$ cat src/rtl/bus_uart_tx.sv
// Memory-mapped UART transmitter: a DATA register feeding a 4-entry FIFO,
// a STATUS register, and an 8N1 serial shifter with back-to-back framing.
//
// state | meaning
// ------+--------------------------------------------------------------
// IDLE  | line idle high, waiting for the FIFO to hold a byte
// START | start bit (tx=0) held for CLKS_PER_BIT cycles
// DATA  | eight data bits, LSB first, each held CLKS_PER_BIT cycles
// STOP  | stop bit (tx=1); at its end pop the next byte or go idle
module bus_uart_tx #(
    parameter int          CLKS_PER_BIT = 4,
    parameter logic [7:0]  BASE         = 8'h0E
) (
    input  logic       clk,
    input  logic       reset,
    input  logic [7:0] address,
    input  logic [7:0] data_in,
    input  logic       write,
    output logic [7:0] data_out,
    output logic       rd_hit,
    output logic       tx,
    output logic       busy
);

    typedef enum logic [1:0] {IDLE, START, DATA, STOP} state_t;

    localparam logic [7:0] STATUS_ADDR = BASE + 8'd1;
    localparam logic [7:0] BIT_LAST    = 8'(CLKS_PER_BIT - 1);

    state_t     state, state_next;
    logic [7:0] fifo_mem [4];
    logic [1:0] rd_ptr, wr_ptr;
    logic [2:0] count;
    logic       overflow;
    logic [7:0] shift_reg, shift_next;
    logic [7:0] clk_cnt, clk_cnt_next;
    logic [2:0] bit_idx, bit_idx_next;
    logic       tx_next, busy_next;
    logic       empty, full, push_req, push_ok, pop, bit_end, ovf_clear;

    assign empty     = (count == 3'd0);
    assign full      = (count == 3'd4);
    assign push_req  = write && (address == BASE);
    // A full FIFO still takes the byte if the transmitter frees a slot on the same edge.
    assign push_ok   = push_req && (!full || pop);
    assign ovf_clear = write && (address == STATUS_ADDR) && data_in[3];
    assign bit_end   = (clk_cnt == BIT_LAST);
    assign rd_hit    = (address == BASE) || (address == STATUS_ADDR);

    // Read mux: only STATUS returns data; DATA is write-only.
    always_comb begin
        data_out = 8'h00;
        if (address == STATUS_ADDR)
            data_out = {4'b0000, overflow, busy, full, empty};
    end

    // FIFO storage; contents are don't-care after reset, so no reset term.
    always_ff @(posedge clk) begin
        if (!reset && push_ok)
            fifo_mem[wr_ptr] <= data_in;
    end

    // FIFO pointers, occupancy and sticky overflow flag.
    always_ff @(posedge clk) begin
        if (reset) begin
            rd_ptr   <= 2'd0;
            wr_ptr   <= 2'd0;
            count    <= 3'd0;
            overflow <= 1'b0;
        end else begin
            if (push_ok)
                wr_ptr <= wr_ptr + 2'd1;
            if (pop)
                rd_ptr <= rd_ptr + 2'd1;
            count <= count + {2'b00, push_ok} - {2'b00, pop};
            if (push_req && !push_ok)
                overflow <= 1'b1;
            else if (ovf_clear)
                overflow <= 1'b0;
        end
    end

    // Transmit FSM state and registered line outputs.
    always_ff @(posedge clk) begin
        if (reset) begin
            state     <= IDLE;
            tx        <= 1'b1;
            busy      <= 1'b0;
            shift_reg <= 8'h00;
            clk_cnt   <= 8'd0;
            bit_idx   <= 3'd0;
        end else begin
            state     <= state_next;
            tx        <= tx_next;
            busy      <= busy_next;
            shift_reg <= shift_next;
            clk_cnt   <= clk_cnt_next;
            bit_idx   <= bit_idx_next;
        end
    end

    // Next-state logic; tx/busy are computed here so they leave the block registered.
    always_comb begin
        state_next   = state;
        tx_next      = tx;
        busy_next    = busy;
        shift_next   = shift_reg;
        clk_cnt_next = clk_cnt + 8'd1;
        bit_idx_next = bit_idx;
        pop          = 1'b0;
        case (state)
            IDLE: begin
                clk_cnt_next = 8'd0;
                if (!empty) begin
                    pop        = 1'b1;
                    shift_next = fifo_mem[rd_ptr];
                    tx_next    = 1'b0;
                    busy_next  = 1'b1;
                    state_next = START;
                end
            end
            START: begin
                if (bit_end) begin
                    clk_cnt_next = 8'd0;
                    bit_idx_next = 3'd0;
                    tx_next      = shift_reg[0];
                    state_next   = DATA;
                end
            end
            DATA: begin
                if (bit_end) begin
                    clk_cnt_next = 8'd0;
                    if (bit_idx == 3'd7) begin
                        tx_next    = 1'b1;
                        state_next = STOP;
                    end else begin
                        bit_idx_next = bit_idx + 3'd1;
                        shift_next   = {1'b0, shift_reg[7:1]};
                        tx_next      = shift_reg[1];
                    end
                end
            end
            STOP: begin
                if (bit_end) begin
                    clk_cnt_next = 8'd0;
                    if (!empty) begin
                        pop        = 1'b1;
                        shift_next = fifo_mem[rd_ptr];
                        tx_next    = 1'b0;
                        state_next = START;
                    end else begin
                        busy_next  = 1'b0;
                        state_next = IDLE;
                    end
                end
            end
            default: begin
                state_next = IDLE;
            end
        endcase
    end

endmodule

$ cat config.mk
export PLATFORM = sky130hd
export DESIGN_NAME = bus_uart_tx
export DESIGN_NICKNAME = d
export VERILOG_FILES = /design/src/rtl/bus_uart_tx.sv
export SDC_FILE = /design/constraint.sdc
export NUM_CORES = 1
export LEC_CHECK = 0
export CAP_MARGIN = 25
export CELL_PAD_IN_SITES_DETAIL_PLACEMENT = 0
export CELL_PAD_IN_SITES_GLOBAL_PLACEMENT = 1
export CORE_MARGIN = 3
export CORE_UTILIZATION = 49
export CTS_CLUSTER_DIAMETER = 200
export CTS_CLUSTER_SIZE = 25
export DETAILED_ROUTE_END_ITERATION = 12
export PLACE_DENSITY = 0.83
export SKIP_LAST_GASP = 1
export SLEW_MARGIN = 20
export SYNTH_ARGS = -nofsm -noshare
export SYNTH_HDL_FRONTEND = slang
export SYNTH_SLANG_ARGS = --single-unit
export TNS_END_PERCENT = 30
$ cat constraint.sdc
create_clock -name clk -period 5.1 [get_ports clk]
set_input_delay 1.02 -clock clk [delete_from_list [all_inputs] [get_ports clk]]
set_output_delay 1.02 -clock clk [all_outputs]
set_load 0.01 [all_outputs]
==> summary.txt, run 1 <==
Setup path
  • Worst EP required: 4080 ps
  • Setup crit start kind: input port
  • Critical-path maximum fanout: 3
  • Critical path class: in2out
  • Cell Chain, Critical Path: clkdlybuf4s50_1, and4bb_2, and3_1, and3_1, clkdlybuf4s50_1
  • Max incr delay on CP: 530 ps
  • Slowest cell on crit path: clkdlybuf4s50_1
  • Crit path capture type: primary output
  • Arr. time, crit path: 2600 ps

Routing
  • Pre-Repair DR Iteration Count: 4
  • Remaining routing DRC violations: 0
  • Drt initial violations: 127
  • Antenna-violating nets left: 0
  • Via/cell ratio: 5.46
  • Routed len/inst: 15.1 um
  • Final WL: 5550 um
  • Vias: 2004

Timing
  • Final Slew Violations: 0
  • Worst-Margin Slew: 733 ps
  • Max Freq: 276 MHz
  • Setup TNS: 0 ps
  • Period utilization: 71.0%
  • Tmin final: 3620 ps
  • # setup viols final: 0
  • RSZ-0062 raised after global routing: false
  • Final Hold Viols: 0
  • Clock Skew: 5.59 ps
  • Worst slew margin: 50.8%
  • Final hold slack: 460 ps

Synth
  • Synth area leader: edfxtp_1
  • Top-count cell post-synth: dfxtp_1
  • Unique masters post-synth: 51
  • Largest cells by area after synthesis: edfxtp_1, dfxtp_1, mux4_2
  • Avg Inst Size Synth: 12.0 um2
  • Mapped Area: 0.00313 mm2
  • Main synth FF type: dfxtp_1
  • Synth async-reset ratio: 0%
  • Post-synth EDFFs: 32
  • Yosys warnings: 0
  • Most common library cells after synthesis: dfxtp_1, edfxtp_1, nand2_1, nor2_1, ha_1
  • Seq/Total Area, Yosys: 51.8%
  • Post-Synthesis Cells: 260
  • Number of synthesized register bits: 65
  • Top-area cell type share of the netlist area: 30.7%

Placement
  • Port Buf Inserts: 25
  • Post-DP HPWL: 3920 um
  • Gpl congestion: 0.794
  • Placed instance count: 351
  • Post-DP Area: 0.00342 mm2

Floorplan
  • Die height: 85.9 um
  • Standard-cell rows: 28
  • Starting density of the core: 51.6%
  • Die Width: 85.9 um
  • Die area: 0.00738 mm2
  • Core Area: 0.00606 mm2
  • Num ports: 30

CTS
  • CTS Hold Buffers Added: 0
  • Clk slew on worst S/H paths: 70 ps
  • Root Buffer: clkbuf_8
  • CTS tree: built
  • Clock Path Buffers: 2
  • Clock Latency Late Sink: 340 ps
  • Setup bufs post-CTS: 0
  • Clk sinks: 65
  • CTS Buf Count: 9
  • CTS resizes: 0
  • H-Tree Depth: 3

Finish
  • Design Area, Final: 0.00362 mm2
  • Nets: 321
  • Max reg flops: 32
  • N_diodes: 0
  • P&R area growth vs syn: 15.6%
  • Share of cells above drive strength 1: 16.4%
  • Post-Layout Cell Count: 367
  • Fillcell total: 487

Power
  • Pint: 1130 uW
  • Clock network power share: 25.9%
  • Power Density: 474 mW/mm2
  • LEAKAGE: 0.00134 uW
  • Switching share of power: 34.1%
  • Gate power share: 34.7%
  • Switch Pwr: 584 uW
  • Part of the power in registers: 39.5%
  • Maximum VDD drop: 0.000262 V

Flow run
  • MaxCap Viol Count: 0

Global route
  • Grt total ovfl: 0
  • Pin count of the biggest net entering global routing: 22
  • Antenna violations before repair: 0
  • First-pass GRT wire length: 9160 um
  • GRT Util Overall: 16.4%
  • Number of global-route vias before repair: 1898

Run status
  • Status: completed

Min path
  • Hold WC Path Type: reg2reg
[per-stage QoR]
step                      setup WS, ps  power (uW)  utilization, %
after floorplan                   1970        1150               -
after global placement            1440        1280            56.4
after detailed placement          1400        1290            56.4
after CTS                         1470        1730            59.7
after global routing              1400        1830            59.7
final                             1480        1720            59.7
[critical path: cells and delay by family]
kind | cells | cell delay (ps)
simple gates | 3 | 660
buf+inv | 2 | 920
[power groups by stage]
stage / logic, uW / clock network [uW] / registers [uW]
after CTS: 597 / 453 / 679
after global routing: 660 / 479 / 691
after floorplan: 481 / 0 / 667
final: 595 / 444 / 678
after global placement: 589 / 0 / 689
after detailed placement: 595 / 0 / 690
[final cells by class]
class / instances / area (um2) / share of cell area, %
flip-flops and latches: 65 / 1620 / 44.8
clock buffers: 9 / 124 / 3.42
well taps: 75 / 93.8 / 2.59
repair buffers: 27 / 265 / 7.33
clock inverters: 7 / 76.3 / 2.11
multi-input cells: 170 / 1380 / 38.3
inverters: 14 / 52.6 / 1.45
[per-layer routing]
metal  part of all wire [%]  global-route usage [%]  vias up
li1                       -                       -     1003
met1                     49                    23.1      958
met2                     46                    23.1       31
met3                    3.1                    3.94       12
met4                    2.3                    9.64        0
met5                      0                       0        -
[cells by family after synthesis]
family	Yosys count	synth area share [%]
compound gates	38	9.32
xor+xnor	8	2.24
fa+ha+maj	15	6.24
buf+inv	28	4.28
flops	65	51.8
mux	26	12.0
other cells	1	0.120
simple gates	79	14.0
[layout by cell type, fill, tap and decap left out, drive strengths merged, types with 3 or more instances in the layout]
| master | synthesis | final |
|---|---|---|
| nand2 | 19 | 19 |
| mux2i | 7 | 7 |
| o21ai | 9 | 9 |
| nor2 | 16 | 16 |
| clkinv | 1 | 3 |
| clkdlybuf4s50 | 0 | 25 |
| mux2 | 11 | 11 |
| nand4 | 4 | 4 |
| xnor2 | 3 | 3 |
| ha | 14 | 14 |
| mux4 | 8 | 8 |
| edfxtp | 32 | 32 |
| a31oi | 3 | 3 |
| xor2 | 5 | 5 |
| dfxtp | 33 | 33 |
| clkbuf | 6 | 9 |
| conb | 1 | 4 |
| inv | 13 | 16 |
| and3 | 10 | 10 |
| a21boi | 3 | 3 |
| a21oi | 8 | 8 |
| nor2b | 7 | 7 |
| nor3 | 4 | 4 |
| nand3 | 10 | 10 |
[worst paths after layout]
kind / startpoint / cells past startpoint / slack [ps] / to
worst max-delay path: address[6] / 5 / 1480 / data_out[3]
worst min-delay path: shift_reg[5]$_SDFFE_PP0P_ / 2 / 460 / shift_reg[5]$_SDFFE_PP0P_
worst max register to register: state[1]$_SDFFE_PP0P_ / 13 / 1980 / count[2]$_SDFF_PP0_
worst min register to register: shift_reg[5]$_SDFFE_PP0P_ / 2 / 460 / shift_reg[5]$_SDFFE_PP0P_
No activity file was read; power rests on OpenSTA's default activity.
==> run 2: changes to the inputs <==
- CORE_UTILIZATION: 49 -> 41
- PLACE_DENSITY: 0.83 -> 0.74
- clock period: 5.1 -> 3.1 ns (I/O delays scaled with it)
==> run 2 against run 1 <==
- largest power group unchanged
- worst setup slack got worse by 1200 ps
- non-clock buffer count grew 6
- sequential share of layout area decreased by 1.0 points
- routed wire length grew 5.7%
- via count up 1.2%
- die area rose by 18%
- largest cell class unchanged
- sequential power is 65% higher
==> summary.txt, run 2 (same netlist as run 1, synthesis figures left out) <==
Placement
  • Post-DP HPWL: 4150 um (+5.9%)
  • Placed instance count: 381 (+8.5%)
  • Gpl congestion: 0.828 (+4.3%)
  • Post-DP Area: 0.00349 mm2 (+2.2%)
  • Port Buf Inserts: 25 (unchanged)

Finish
  • Post-Layout Cell Count: 397 (+8.2%)
  • Max reg flops: 32 (unchanged)
  • Commonest non-fill, non-tap cell in the layout: dfxtp_1
  • N_diodes: 0 (unchanged)
  • Nets: 327 (+1.9%)
  • Most frequent cells in the layout: dfxtp_1, edfxtp_1, clkdlybuf4s50_1, nand2_1, nor2_1
  • Design Area, Final: 0.00370 mm2 (+2.3%)
  • P&R area growth vs syn: 18.3%
  • Fin util: 50.5% (-9.2 points)
  • Share of cells above drive strength 1: 18.5% (+2.0 points)

CTS
  • CTS tree: built
  • Clock Path Buffers: 2 (unchanged)
  • Root Buffer: clkbuf_8
  • Setup bufs post-CTS: 0 (unchanged)
  • Clock Latency Late Sink: 350 ps (about the same)
  • H-Tree Depth: 3 (unchanged)
  • CTS resizes: 0 (unchanged)
  • Clk slew on worst S/H paths: 80 ps (about the same)
  • CTS Buf Count: 9 (unchanged)
  • Clk sinks: 65 (unchanged)
  • CTS Hold Buffers Added: 0 (unchanged)

Power
  • Pint: 1880 uW (+66%)
  • Clock network power share: 26.3% (+0.4 points)
  • Power Density: 772 mW/mm2 (+63%)
  • Part of the power in registers: 39.1% (-0.4 points)
  • Gate power share: 34.6% (about the same)
  • Switching share of power: 34.2% (+0.11 points)
  • Total power: 2860 uW (+66%)
  • LEAKAGE: 0.00138 uW (+2.9%)
  • Switch Pwr: 976 uW (+67%)
  • Maximum VDD drop: 0.000325 V (+24%)

Floorplan
  • Die height: 93.3 um (+8.7%)
  • Core Area: 0.00733 mm2 (+21%)
  • Starting density of the core: 42.7% (-8.9 points)
  • Num ports: 30 (unchanged)
  • Die area: 0.00871 mm2 (+18%)
  • Standard-cell rows: 31 (+11%)
  • Die Width: 93.3 um (+8.7%)

Global route
  • Number of global-route vias before repair: 2031 (+7.0%)
  • Pin count of the biggest net entering global routing: 21 (-4.5%)
  • GRT Util Overall: 15.2% (-1.2 points)
  • First-pass GRT wire length: 10100 um (+11%)
  • Grt total ovfl: 0 (unchanged)
  • Antenna violations before repair: 0 (unchanged)

Timing
  • Worst-Margin Slew: 531 ps (-202 ps)
  • Final Hold Viols: 0 (unchanged)
  • Tmin final: 2840 ps
  • Period utilization: 91.6%
  • RSZ-0062 raised after global routing: false
  • Worst slew margin: 64.6% (+14 points)
  • # setup viols final: 0 (unchanged)
  • Clock Skew: 8.92 ps (+3.33 ps)
  • Final Slew Violations: 0 (unchanged)
  • Max Freq: 352 MHz

Routing
  • Routed len/inst: 14.8 um (-2.3%)
  • Via/cell ratio: 5.11 (-6.4%)
  • Remaining routing DRC violations: 0 (unchanged)
  • Pre-Repair DR Iteration Count: 5 (+1)
  • Final WL: 5860 um (+5.7%)
  • Drt initial violations: 41 (-68%)
  • Vias: 2028 (+1.2%)
  • Antenna-violating nets left: 0 (unchanged)

Setup path
  • Critical-path maximum fanout: 3 (unchanged)
  • Cell Chain, Critical Path: clkdlybuf4s50_1, and4bb_2, and3_1, and3_1, clkdlybuf4s50_1
  • CP bufs+invs: 2 (unchanged)
  • Arr. time, crit path: 2220 ps (-380 ps)
  • Reg2reg setup slack: 280 ps (-1700 ps)
  • Worst EP required: 2480 ps (-1600 ps)
  • Slowest cell on crit path: clkdlybuf4s50_1
  • Max incr delay on CP: 540 ps (about the same)
  • Critical path class: in2out
  • Cell family with most CP delay: buffers and inverters
  • Setup crit start kind: input port
  • Crit path capture type: primary output

Run status
  • Status: completed

Flow run
  • MaxCap Viol Count: 0 (unchanged)

Min path
  • Hold WC Path Type: reg2reg
==> run 2: cell types whose count changed in the layout (fill, tap and decap cells not counted), sizes merged <==
cell / before / now
buf: 2 / 8
clkinv: 3 / 4
clkinvlp: 1 / 0
==> run 2: stage by stage <==
step | worst slack, ps | TNS [ps] | hold WS [ps]
after floorplan | 320 | 0 | 436
after global placement | 9.80 | 0 | 446
after detailed placement | -52.5 | -52.5 | 453
after CTS | 241 | 0 | 464
after global routing | 41.6 | 0 | 496
final | 261 | 0 | 459
==> run 2: final timing paths <==
path	startpoint	endpoint	cells past startpoint
worst max register to register	clk_cnt[0]$_SDFF_PP0_	count[2]$_SDFF_PP0_	12
worst min register to register	shift_reg[5]$_SDFFE_PP0P_	shift_reg[5]$_SDFFE_PP0P_	2
worst min-delay path	shift_reg[5]$_SDFFE_PP0P_	shift_reg[5]$_SDFFE_PP0P_	2
worst max-delay path	address[6]	data_out[3]	5
==> run 2: final cells by class <==
type	instances	area [um2]
Tap cell	99	124
Sequential cell	65	1620
Clock buffer	9	124
Timing Repair Buffer	33	310
Fill cell	652	3630
Clock inverter	7	85.1
Inverter	14	52.6
Multi-Input combinational cell	170	1380
==> run 2: worst register-to-register path: stages (launching register included) <==
cell and delay [ps]:
dfxtp_1 400, ha_1 250, nor3b_1 280, buf_4 240
a31oi_2 130, nor3_2 270, ha_1 170, inv_1 40
ha_1 180, fa_1 370, xnor2_1 180, xnor2_1 140
nor2_1 50
==> run 2: routing by layer <==
layer / part of all wire (%) / global-route usage (%) / vias to the layer above
li1: - / - / 1008
met1: 47 / 20.1 / 980
met2: 47 / 23.3 / 28
met3: 3.1 / 4.59 / 12
met4: 2.4 / 6.23 / 0
met5: 0 / 0 / -
==> run 2: power by group through the flow <==
| stage | clock [uW] | combinational [uW] | sequential (uW) |
|---|---|---|---|
| finish | 750 | 988 | 1120 |
| global route | 812 | 1110 | 1140 |
| CTS | 776 | 997 | 1120 |
| detailed placement | 0 | 991 | 1140 |
| global placement | 0 | 979 | 1140 |
| floorplan | 0 | 792 | 1100 |
